$ cat src/rtl/serializer_pkg.sv
// Shared definitions for the single-wire serial link (transmitter and receiver).
package serializer_pkg;

  // FSM state codes, shared so the receiver and debug tooling agree on encoding.
  localparam logic [1:0] S_IDLE  = 2'd0;
  localparam logic [1:0] S_START = 2'd1;
  localparam logic [1:0] S_DATA  = 2'd2;
  localparam logic [1:0] S_GAP   = 2'd3;

  typedef enum logic [1:0] {
    ST_IDLE  = S_IDLE,
    ST_START = S_START,
    ST_DATA  = S_DATA,
    ST_GAP   = S_GAP
  } state_t;

  // Line levels: the start marker is a single high bit; the idle line is low.
  localparam logic START_MARK = 1'b1;
  localparam logic IDLE_LEVEL = 1'b0;

endpackage

$ cat src/rtl/piso_shift_reg.sv
// WIDTH-bit load/shift register; presents the bit currently at the output end.
module piso_shift_reg #(
  parameter int WIDTH     = 6,
  parameter int LSB_FIRST = 0
) (
  input  logic             clock,
  input  logic             reset,
  input  logic             load,
  input  logic             shift_en,
  input  logic [WIDTH-1:0] data,
  output logic             out_bit
);

  logic [WIDTH-1:0] q;

  generate
    if (LSB_FIRST != 0) begin : g_lsb
      // Load a new word, or move the next bit down toward bit 0.
      always_ff @(posedge clock or posedge reset) begin
        if (reset)         q <= '0;
        else if (load)     q <= data;
        else if (shift_en) q <= {1'b0, q[WIDTH-1:1]};
      end
      assign out_bit = q[0];
    end else begin : g_msb
      // Load a new word, or move the next bit up toward bit WIDTH-1.
      always_ff @(posedge clock or posedge reset) begin
        if (reset)         q <= '0;
        else if (load)     q <= data;
        else if (shift_en) q <= {q[WIDTH-2:0], 1'b0};
      end
      assign out_bit = q[WIDTH-1];
    end
  endgenerate

endmodule

$ cat src/rtl/piso_serializer.sv
// Parallel-in/serial-out transmitter: start marker, WIDTH data bits, idle gap.
//
// Handshake: a word is accepted on a rising edge where in_valid and in_ready
// are both high; in_ready is high only in IDLE, in_valid is ignored otherwise
// and nothing is buffered. in_data is sampled only on that accepting edge.
module piso_serializer
  import serializer_pkg::*;
#(
  parameter int WIDTH      = 6,
  parameter int LSB_FIRST  = 0,
  parameter int GAP_CYCLES = 1
) (
  input  logic             clock,
  input  logic             reset,
  input  logic             in_valid,
  input  logic [WIDTH-1:0] in_data,
  output logic             in_ready,
  output logic             so,
  output logic             frame,
  output logic             busy,
  output logic             done,
  output logic [1:0]       fsm_state
);

  localparam int CW = $clog2(WIDTH);
  // A zero-cycle gap never enters GAP; keep the counter one bit wide so it exists.
  localparam int GW = (GAP_CYCLES > 0) ? $clog2(GAP_CYCLES + 1) : 1;
  localparam logic [CW-1:0] BIT_LAST = CW'(WIDTH - 1);
  localparam logic [GW-1:0] GAP_LAST = GW'(GAP_CYCLES - 1);

  state_t          state;
  logic [CW-1:0]   bit_cnt;
  logic [GW-1:0]   gap_cnt;
  logic            accept;
  logic            sr_bit;

  assign accept = in_valid & (state == ST_IDLE);

  piso_shift_reg #(
    .WIDTH     (WIDTH),
    .LSB_FIRST (LSB_FIRST)
  ) u_shift (
    .clock    (clock),
    .reset    (reset),
    .load     (accept),
    .shift_en (state == ST_DATA),
    .data     (in_data),
    .out_bit  (sr_bit)
  );

  // Frame sequencer with bit/gap counters and the registered done pulse.
  always_ff @(posedge clock or posedge reset) begin
    if (reset) begin
      state   <= ST_IDLE;
      bit_cnt <= '0;
      gap_cnt <= '0;
      done    <= 1'b0;
    end else begin
      done <= 1'b0;
      case (state)
        ST_IDLE: begin
          if (accept) state <= ST_START;
        end
        ST_START: begin
          bit_cnt <= '0;
          state   <= ST_DATA;
        end
        ST_DATA: begin
          if (bit_cnt == BIT_LAST) begin
            done    <= 1'b1;
            bit_cnt <= '0;
            gap_cnt <= '0;
            state   <= (GAP_CYCLES > 0) ? ST_GAP : ST_IDLE;
          end else begin
            bit_cnt <= bit_cnt + 1'b1;
          end
        end
        ST_GAP: begin
          if (gap_cnt == GAP_LAST) state <= ST_IDLE;
          else                     gap_cnt <= gap_cnt + 1'b1;
        end
        default: state <= ST_IDLE;
      endcase
    end
  end

  // Line level decoded from the registered state and the shift register.
  always_comb begin
    so = IDLE_LEVEL;
    case (state)
      ST_START: so = START_MARK;
      ST_DATA:  so = sr_bit;
      default:  so = IDLE_LEVEL;
    endcase
  end

  assign frame     = (state == ST_DATA);
  assign busy      = (state != ST_IDLE);
  assign in_ready  = (state == ST_IDLE);
  assign fsm_state = state;

endmodule
$ cat config.mk
export PLATFORM = sky130hd
export DESIGN_NAME = piso_serializer
export DESIGN_NICKNAME = d
export VERILOG_FILES = /design/src/rtl/serializer_pkg.sv /design/src/rtl/piso_shift_reg.sv /design/src/rtl/piso_serializer.sv
export SDC_FILE = /design/constraint.sdc
export NUM_CORES = 1
export LEC_CHECK = 0
export ABC_AREA = 1
export BUFFER_PORTS_ARGS = -buffer_cell sky130_fd_sc_hd__buf_2
export CAP_MARGIN = 20
export CORE_MARGIN = 2
export CORE_UTILIZATION = 40
export DETAILED_ROUTE_END_ITERATION = 8
export REMOVE_ABC_BUFFERS = 1
export SLEW_MARGIN = 10
export SYNTH_ARGS = -nofsm -noshare
export SYNTH_HDL_FRONTEND = slang
export SYNTH_SLANG_ARGS = --single-unit
$ cat constraint.sdc
create_clock -name clock -period 1.9 [get_ports clock]
set_clock_uncertainty 0.15 [all_clocks]
set_input_delay 0 -clock clock [delete_from_list [all_inputs] [get_ports clock]]
set_output_delay 0 -clock clock [all_outputs]
set_load 0.02 [all_outputs]
* Yosys cells after proc, flatten, opt, wreduce, memory -nomap -nowiden
Index checks and enable logic that the tools add are counted. W data, S select, Z words.
Operators by class: bitwise gates (word level) 1, add/subtract/negate cells 2, eq/ne operators 7, muxes and demuxes 14, reduce and logical (&&, ||, !) cells 7
Operator list (number):
- $mux W6 | 2
- $pmux W2 S4 | 1
- $reduce_bool A2 Y1 | 4
- $mux W2 | 3
- $pmux W3 S2 | 1
- $eq A2 B2 Y1 const B | 2
- $mux W1 | 4
- $ne A2 B1 Y1 const B | 2
- $pmux W1 S2 | 2
- $add A3 B1 Y3 const B | 1
- $eq A3 B3 Y1 const B | 1
- $mux W3 | 1
- $reduce_and A3 Y1 | 1
- $eq A2 B1 Y1 const B | 1
- $logic_not A2 Y1 | 1
- $ne A2 B2 Y1 const B | 1
- $reduce_and A2 Y1 | 1
- $add A1 B1 Y1 const B | 1
- $and A1 B1 Y1 | 1
Storage, ports and cells: bits in registers 13, input bits 9, output and inout port bits 7, logic and storage cells 36

* Longest topological paths before layout
Gate-level depths: netlist of run 1.
depth after elaboration 4, mapped depth 7, gate-level depth less buffers 7

* Cells and area by module
From an unflattened synthesis of run 1, not the netlist that was laid out.
Unflattened totals: cells, all modules 82, area, all modules 628.1 sq um
By module, submodules not included:
- piso_serializer | times used 1, seq. area each 150.1 sq um, cells each 43, area each 342.8 sq um
- piso_shift_reg | times used 1, seq. area each 150.1 sq um, cells each 39, area each 285.3 sq um

* Worst setup path before layout of run 1
No wires, ideal clock.
kind register to register, from reg state[0] (netlist: fsm_state[0]), to reg state[1] (netlist: fsm_state[1]), path slack 0.228 ns, required time 1.633 ns, setup time 0.117 ns, arrival time 1.404 ns, cell stages (with the launch flop) 7, clock period less this slack 1.672 ns, path buffers 0, path through dfrtp_1 -> inv_1 -> ha_1 -> inv_2 -> or2_4 -> nand3_1 -> nand2_1
On the way: longest elaborated chain between the ends 4, elaborated cells on any way between the ends 10, those cells by class 6 x eq/ne; 1 x mux; 1 x bitwise; 2 x reduce/logical
Ends and longest elaborated chain:
- start, declared | RTL line piso_serializer.sv:31 | state_t state;
- start signal, assigned | RTL line piso_serializer.sv:73 | state <= (GAP_CYCLES > 0) ? ST_GAP : ST_IDLE;
- $logic_not A2 Y1 (*)
- net in_ready | RTL line piso_serializer.sv:17 | output logic in_ready,
- $and A1 B1 Y1 | RTL line piso_serializer.sv:37 | assign accept = in_valid & (state == ST_IDLE);
- $ne A2 B1 Y1 (no source line)
- $reduce_and A3 Y1 (no source line)
Mark *: on every way through the listed nets, which the timed path passes. The rest lies on a longest branch. A chain may end at the register's enable or synchronous reset.

* Final worst setup path of run 1
from reg state[1] (netlist: fsm_state[1]), to reg u_shift.q[1]
On the way: longest elaborated chain between the ends 3, elaborated cells on any way between the ends 5, those cells by class 1 x eq/ne; 1 x mux; 1 x bitwise; 2 x reduce/logical
Ends and longest elaborated chain:
- $logic_not A2 Y1 | RTL line piso_serializer.sv:37
- $and A1 B1 Y1 | RTL line piso_serializer.sv:37
- $mux W6 / $reduce_bool A2 Y1 (equally long branches)
- end signal, assigned | RTL line piso_shift_reg.sv:29 | else if (load) q <= data;
- end signal, assigned | RTL line piso_shift_reg.sv:30 | else if (shift_en) q <= {q[WIDTH-2:0], 1'b0};
- end, declared | RTL line piso_shift_reg.sv:14 | logic [WIDTH-1:0] q;
Several ways; a longest one is shown, not always the timed one.

==> impl.org, run 1 <==
** Floorplanning
- Row generation in the floorplan step produced 14 rows.
- 16 I/O pins were placed.
- The initial utilization of the core area, before any placement, comes to 0.418.
- The region available for standard cell placement spans 1490 um2.
- From bottom edge to top edge, the die measures 43.5 um.
- In this run the horizontal extent of the chip is 43.5 um.
- Area of the die :: 1890 um2

** Global routing
- Summed over all layers, the global routing overflow is 0.
- Via count of the first global-routing pass :: 526
- For this run, global-route usage on met2 was measured as 0.251.
- After global routing, the most crowded layer is met2.
- GRT Util Overall :: 0.156
- Wire length of the first global-routing pass :: 2130 um
- Number of antenna violations at the first check in global routing :: 0
- In the global route stage, met1 resource usage came out at 0.182.
- In the global route stage, met3 resource usage came out at 0.0625.
- Entering global routing, the biggest net connects 13 pins.

** Clocking
- Post-CTS clock slew at the launch and capture registers of the worst setup and hold paths :: 0.08 ns
- Num CTS Buffers :: 3
- TritonCTS sink count :: 12
- TritonCTS clock tree :: built
- Largest buffer count on any clock path :: 2
- Depth of the CTS H-tree :: 1
- Clock tree synthesis selected as its root buffer the cell sky130_fd_sc_hd__clkbuf_4.
- Post-CTS Repair Setup Buffers :: 0
- Clock latency on the worst-skew pair :: 0.28 ns

** Logic synthesis
- Dominant synthesized flop cell :: sky130_fd_sc_hd__dfrtp_1
- Post-synth EDFFs :: 0
- By instance count, the leading cell after synthesis is sky130_fd_sc_hd__nand2_1.
- Of the post-synthesis cell area, the dominant cell type holds 0.482.
- For this run, asynchronously set or reset flops after synthesis account for 1.00.
- Yosys reg bits :: 12
- Counting instances in the post-synthesis netlist gives the leading cell types as sky130_fd_sc_hd__nand2_1 (18), sky130_fd_sc_hd__dfrtp_1 (12), sky130_fd_sc_hd__nand3_1 (11), sky130_fd_sc_hd__a21oi_1 (9).
- Area leader, netlist :: sky130_fd_sc_hd__dfrtp_1
- Mean area per synthesized cell :: 8.31 um2
- Synthesis warning total :: 0
- For this run, the register share of the synthesized area comes to 0.482.
- Biggest area contributors in the synthesized netlist :: sky130_fd_sc_hd__dfrtp_1 (48%), sky130_fd_sc_hd__nand2_1 (11%), sky130_fd_sc_hd__nand3_1 (8.8%), sky130_fd_sc_hd__ha_1 (8.0%), sky130_fd_sc_hd__a21oi_1 (7.2%)
- Cell variety after synth :: 14
- Synthesis produced 75 cells.
- After synthesis the cells add up to 623 um2.

** STA
- Final number of hold-violating endpoints :: 0
- Share of the clock period used by the worst path after layout :: 0.937
- Setup tns final :: 0 ns
- Worst Max-Slew Pin Slew :: 0.467 ns
- Worst relative slew slack :: 0.688
- Fmax :: 562 MHz
- The count of final max-slew check failures is 0.
- Setup repair after global routing left no endpoint under its margin.
- Subtracting the final worst setup slack from the clock period gives 1.78 ns.
- Setup violations remaining at the end of the flow were counted as 0.

** Finish
- In the final layout, the share of cells above drive strength 1 is 0.275.
- Area of all placed cells without fillers :: 857 um2
- Fill cells in the final layout number 146.
- Measured on the finished design, the core utilization comes to 0.576.
- Ant diodes :: 0
- Footprint of the flip-flops and latches :: 300 um2
- Total number of nets in the final design :: 116
- Compared with the post-synthesis result, the final layout area differs by 37.6%.
- In the final layout, the multi-input gates occupy 295 um2.

** Worst setup path
- Category of cells accounting for the largest share of critical-path delay :: buffers and inverters
- The number of buffers and inverters on the critical path is 2.
- STA puts the critical path data arrival time at 1.79 ns.
- The worst setup path is launched from a flip-flop.
- Critical Path Slowest Stage Cell :: sky130_fd_sc_hd__dlygate4sd3_1
- Of all nets on the critical path, the largest fanout is 9.
- STA puts the critical path data required time at 1.91 ns.
- The critical path in this run is classified as flip-flop to flip-flop.
- Endpoint kind of the worst setup timing path :: flip-flop
- The signal on the critical path passes through inv_1, ha_4, nand2_4, nor2_1, dlygate4sd3_1, a21oi_1.
- In this design, the stage delay of the slowest critical-path cell is 0.55 ns.

** Outcome
- Outcome :: finished, final reports clean

** Drt
- The detail route stage leaves a number of antenna-violating nets equal to 0.
- The first routing iteration left 6 violations.
- Detailed-route vias per instance :: 4.63
- The routed design has 1200 um of wire.
- The final route contains 546 vias.
- Post-route DRC violation count :: 0
- Routed WL per cell :: 10.2 um
- Before antenna repair, the detailed router went through 4 iterations.

** Pwr
- IR Drop Worst-Case VDD :: 0.000850 V
- Overall Power :: 1430 uW
- Cell area power density :: 1670 nW/um2
- Leakage power :: 0.000458 uW

** Placed design
- # port buffers :: 15
- After detailed placement, the total cell area comes to 703 um2.
- Routability-driven placement finished with a final weighted congestion of 0.723.
- The wire-length estimate of the detail-placed layout is 841 um.

** Job
- Across the run, the number of max-cap violations was 0.

** Hold path
- Hold crit path type :: primary input to async pin
registers in the layout, summed over array words and instances (netlist names):
| register | cells |
|---|---|
| u_shift.q | 6 |
| fsm_state | 2 |
| bit_cnt | 3 |
| done | 1 |
power breakdown:
part | leakage [uW] | internal [uW] | switching, uW
registers | 0.000151 | 372 | 80.4
clock network | 0.0000210 | 117 | 88.3
logic | 0.000287 | 319 | 455
total | 0.000458 | 807 | 624
area by class of cell:
class	instances	area share
sequential	12	0.350
inverter	8	0.0350
clock buffer	4	0.0423
multi-input combinational	53	0.345
tap	16	0.0234
timing repair buffer	25	0.204
placed cells by master (no fill, tap or decap), types with 3 or more instances in the layout:
cell	Yosys	routed
sky130_fd_sc_hd__inv_2	3	4
sky130_fd_sc_hd__nand2_1	18	18
sky130_fd_sc_hd__nand3_1	11	11
sky130_fd_sc_hd__nor2_1	5	5
sky130_fd_sc_hd__clkbuf_4	0	3
sky130_fd_sc_hd__inv_1	5	4
sky130_fd_sc_hd__ha_1	4	3
sky130_fd_sc_hd__buf_2	0	15
sky130_fd_sc_hd__dlygate4sd3_1	0	10
sky130_fd_sc_hd__dfrtp_1	12	12
sky130_fd_sc_hd__a21oi_1	9	9
tightest hold or removal path: cells and delay by family:
family	cells	cell delay, ns
buffers and inverters	3	0.99
final timing paths:
kind | slack [ns] | start | depth (start not counted) | end
max in group asynchronous | 1.16 | reset | 3 | u_shift.q[5]
setup reg to reg | 0.12 | fsm_state[1] | 6 | u_shift.q[1]
hold reg to reg | 0.37 | u_shift.q[0] | 2 | u_shift.q[0]
hold / removal | 0.12 | reset | 3 | done
min in group clock | 0.32 | in_data[0] | 4 | u_shift.q[0]
setup / recovery | 0.12 | fsm_state[1] | 6 | u_shift.q[1]
layer usage:
| layer | routed length, um | vias to the layer above |
|---|---|---|
| met5 | 0 | - |
| met4 | 17 | 0 |
| met3 | 56 | 2 |
| met2 | 574 | 12 |
| met1 | 555 | 240 |
| li1 | - | 292 |
repair_timing:
item | in CTS | in global routing
hold buffers | 10 | 0
endpoints found under the setup margin | 0 | 2
endpoints found under the hold margin | 20 | 0
gates resized for setup | 0 | 4
metrics by stage:
step                      worst slack [ns]  std cells  hold WS [ns]
final                                0.119        118         0.116
after global routing               0.00439        118         0.179
after CTS                           0.0312        118         0.127
after detailed placement             0.340        104        -0.115
after global placement               0.369        104        -0.120
after floorplan                      0.226         73        -0.285
cell families (layout without fill, tap and decap cells):
family                     Yosys count  after routing  share of synthesized area
adders and majority gates            4              4                     0.0803
and+or+nand+nor                     38             38                      0.271
DFF                                 12             12                      0.482
xor gates and xnor gates             1              1                     0.0141
buffers and inverters               10             37                     0.0723
AOI/OAI and AO/OA                   10             10                     0.0803
No activity file was read; power rests on OpenSTA's default activity.
==> run 2, diff against run 1 <==
--- a/config.mk
+++ b/config.mk
@@ -8,7 +8,6 @@
 export ABC_AREA = 1
 export BUFFER_PORTS_ARGS = -buffer_cell sky130_fd_sc_hd__buf_2
 export CAP_MARGIN = 20
-export CORE_MARGIN = 2
 export CORE_UTILIZATION = 40
 export DETAILED_ROUTE_END_ITERATION = 8
 export REMOVE_ABC_BUFFERS = 1
==> run 2 against run 1 <==
Sequential power is 1% lower. Routed wire length is 3.6% higher. Maximum frequency is 3.6% higher. First-iteration DRC count is 100% higher. Final cell count is 2.5% lower. Combinational power is 5.8% lower. Setup slack better by 0.061 ns. Largest cell class unchanged.
==> impl.org, run 2 (synthesis results as in run 1) <==
** Drt
- The post-detailed-route via-to-cell ratio came to 4.91 (was 4.63).
- Detailed-router iteration count before antenna repair :: 4 (unchanged)
- Routed WL per cell :: 10.8 um (was 10.2 um)
- Antenna-violating nets left :: 0 (unchanged)
- The via count is 565 (was 546).
- Final Routed Wirelength :: 1250 um (was 1200 um)
- The DRC violations left was 0 (unchanged).
- The violation count after the first detailed-routing iteration is 12 (was 6).

** Floorplanning
- The total die area was 1720 um2 (was 1890 um2).
- IO Pins :: 16 (unchanged)
- The floorplan die height came to 41.5 um (was 43.5 um).
- The area inside the core boundary came to 1370 um2 (was 1490 um2).
- The width of the chip came to 41.5 um (was 43.5 um).
- The number of placement rows was 13 (was 14).
- The effective utilization at floorplan is 0.456 (was 0.418).

** Outcome
- Outcome: finished, final reports clean (unchanged).

** Pwr
- The total leakage power was 0.000440 uW (was 0.000458 uW).
- The total power divided by cell area came to 1690 nW/um2 (was 1670 nW/um2).
- The maximum VDD drop is 0.000805 V (was 0.000850 V).

** STA
- Final number of hold-violating endpoints :: 0 (unchanged)
- Share of the clock period used by the worst path after layout :: 0.905 (was 0.937)
- Slew Viols, Final :: 0 (unchanged)
- The measured slew at the worst slew-check pin was 0.447 ns (was 0.467 ns).
- Setup repair after global routing missed its margin: false (unchanged).
- The minimum setup slack in the final design was 0.181 ns (was 0.119 ns).
- Final setup viols :: 0 (unchanged)
- The remaining max-slew budget at the tightest pin is 0.702 (was 0.688).
- The total negative slack was 0 ns (unchanged).
- The post-layout minimum cycle time is 1.72 ns (was 1.78 ns).
- Fmax :: 582 MHz (was 562 MHz)

** Clocking
- The H-tree depth is 1 (unchanged).
- The TritonCTS clock tree is built (unchanged).
- Root buffer selected by CTS :: sky130_fd_sc_hd__clkbuf_4 (unchanged)
- The clock-pin slew of the registers on the worst-case setup and hold paths is 0.09 ns (was 0.08 ns).
- The largest buffer count on any clock path is 2 (unchanged).
- Clock latency on the worst-skew pair :: 0.28 ns (about the same)
- TritonCTS sink count :: 12 (unchanged)
- Num CTS Buffers :: 3 (unchanged)
- Post-CTS Repair Setup Buffers :: 0 (unchanged)

** Finish
- The total number of nets in the final design came to 114 (was 116).
- Most common cell after layout, fill and taps aside :: sky130_fd_sc_hd__nand2_1 (unchanged)
- Ant diodes :: 0 (unchanged)
- Area added between synthesis and finish :: 31.3% (was 37.6%)
- The register with the most flip-flops was u_shift.q (unchanged).
- Largest register FFs :: 6 (unchanged)
- The share of post-route cells with drive strength above 1 was 0.260 (was 0.275).
- Post-layout instance count excluding filler cells :: 115 (was 118)
- Most frequent cells in the layout: sky130_fd_sc_hd__nand2_1 (18), sky130_fd_sc_hd__buf_2 (15), sky130_fd_sc_hd__dfrtp_1 (12) (unchanged).

** Placed design
- Final GP Congestion :: 0.815 (was 0.723)
- Worst slack, placed :: 0.343 ns (was 0.340 ns)
- The count of input and output buffers was 15 (unchanged).
- The final HPWL from detailed placement is 911 um (was 841 um).
- Count of placed standard cells including taps :: 103 (was 104)

** Global routing
- GR Overflow Total :: 0 (unchanged)
- Number of antenna violations at the first check in global routing :: 0 (unchanged)
- Maximum number of pins on one net before global-route repair :: 13 (unchanged)
- The global-route wire length before repair is 2160 um (was 2130 um).
- GRT Util Overall :: 0.161 (was 0.156)
- Via count of the first global-routing pass :: 488 (was 526)

** Worst setup path
- Endpoint kind of the worst setup timing path :: output pin (was flip-flop)
- The required time reported for the critical path endpoint is 1.75 ns (was 1.91 ns).
- Critical Path Slowest Stage Cell :: sky130_fd_sc_hd__dfrtp_1 (was sky130_fd_sc_hd__dlygate4sd3_1)
- Critical path type :: flip-flop to output pin (was flip-flop to flip-flop)
- Category of cells accounting for the largest share of critical-path delay :: flip-flops (was buffers and inverters)
- Cell-by-cell trace of the critical path: inv_1, ha_1, nand3_1, nand2_1, buf_2 (was inv_1, ha_4, nand2_4, nor2_1, dlygate4sd3_1, a21oi_1).
- Worst setup SP type :: flip-flop (unchanged)
- The highest cell delay on the worst timing path came to 0.41 ns (was 0.55 ns).
- The data arrival time of the worst path came to 1.57 ns (was 1.79 ns).
- Peak fanout along the critical path :: 12 (was 9)
- Number of buffers and inverters on the critical path :: 2 (unchanged)

** Hold path
- The path class of the lowest-slack min-delay path is primary input to async pin (unchanged).

** Job
- The number of maximum-capacitance violations was 0 (unchanged).
[run 2: changes by cell type in the layout (fill, tap and decap cells not counted)]
cell	before	now
sky130_fd_sc_hd__inv_1	4	5
sky130_fd_sc_hd__ha_4	1	0
sky130_fd_sc_hd__dlygate4sd3_1	10	8
sky130_fd_sc_hd__inv_2	4	3
sky130_fd_sc_hd__nand2_4	1	0
sky130_fd_sc_hd__nand2_2	1	2
sky130_fd_sc_hd__ha_1	3	4
[run 2: metrics by stage]
stage               utilization  total power [uW]  hold WS [ns]  area [um2]
floorplan                     -               984        -0.285         608
global placement          0.514              1160        -0.117         702
detailed placement        0.514              1170        -0.112         702
CTS                       0.599              1400         0.130         818
global route              0.599              1500         0.171         818
finish                    0.599              1390         0.106         818
[run 2: repair_timing]
action / 4_1_cts / 5_1_grt
hold buffers: 8 / 0
endpoints found under the hold margin: 20 / 0
gates resized for setup: 0 / 0
[run 2: worst min-delay path: stages]
cell,delay (ns)
sky130_fd_sc_hd__dlygate4sd3_1,0.53
sky130_fd_sc_hd__buf_2,0.12
sky130_fd_sc_hd__inv_1,0.33
[run 2: final cells by class]
cell class | count | area, um2
well taps | 15 | 18.8
repair buffers | 23 | 155
multi-input cells | 53 | 278
flip-flops and latches | 12 | 300
fillers | 132 | 548
clock buffers | 4 | 36.3
inverters | 8 | 30.0
[run 2: final timing paths]
kind	startpoint	to	slack, ns	depth (start not counted)
setup / recovery	fsm_state[0]	so	0.18	5
hold / removal	reset	bit_cnt[2]	0.11	3
setup reg to reg	fsm_state[0]	u_shift.q[4]	0.32	5
hold reg to reg	u_shift.q[0]	u_shift.q[0]	0.37	2
max in group asynchronous	reset	u_shift.q[3]	1.18	3
min in group clock	in_data[0]	u_shift.q[0]	0.32	4
[run 2: metal layers]
metal | track usage | vias to the layer above | part of all wire
met5 | 0 | - | 0
met4 | 0.0581 | 0 | 0.012
met3 | 0.0261 | 2 | 0.050
met2 | 0.247 | 17 | 0.45
met1 | 0.228 | 255 | 0.48
li1 | - | 291 | -
[run 2: where the power goes]
part / switching (uW) / internal [uW]
sequential: 75.3 / 372
clock: 94.2 / 116
combinational: 459 / 270
total: 629 / 758
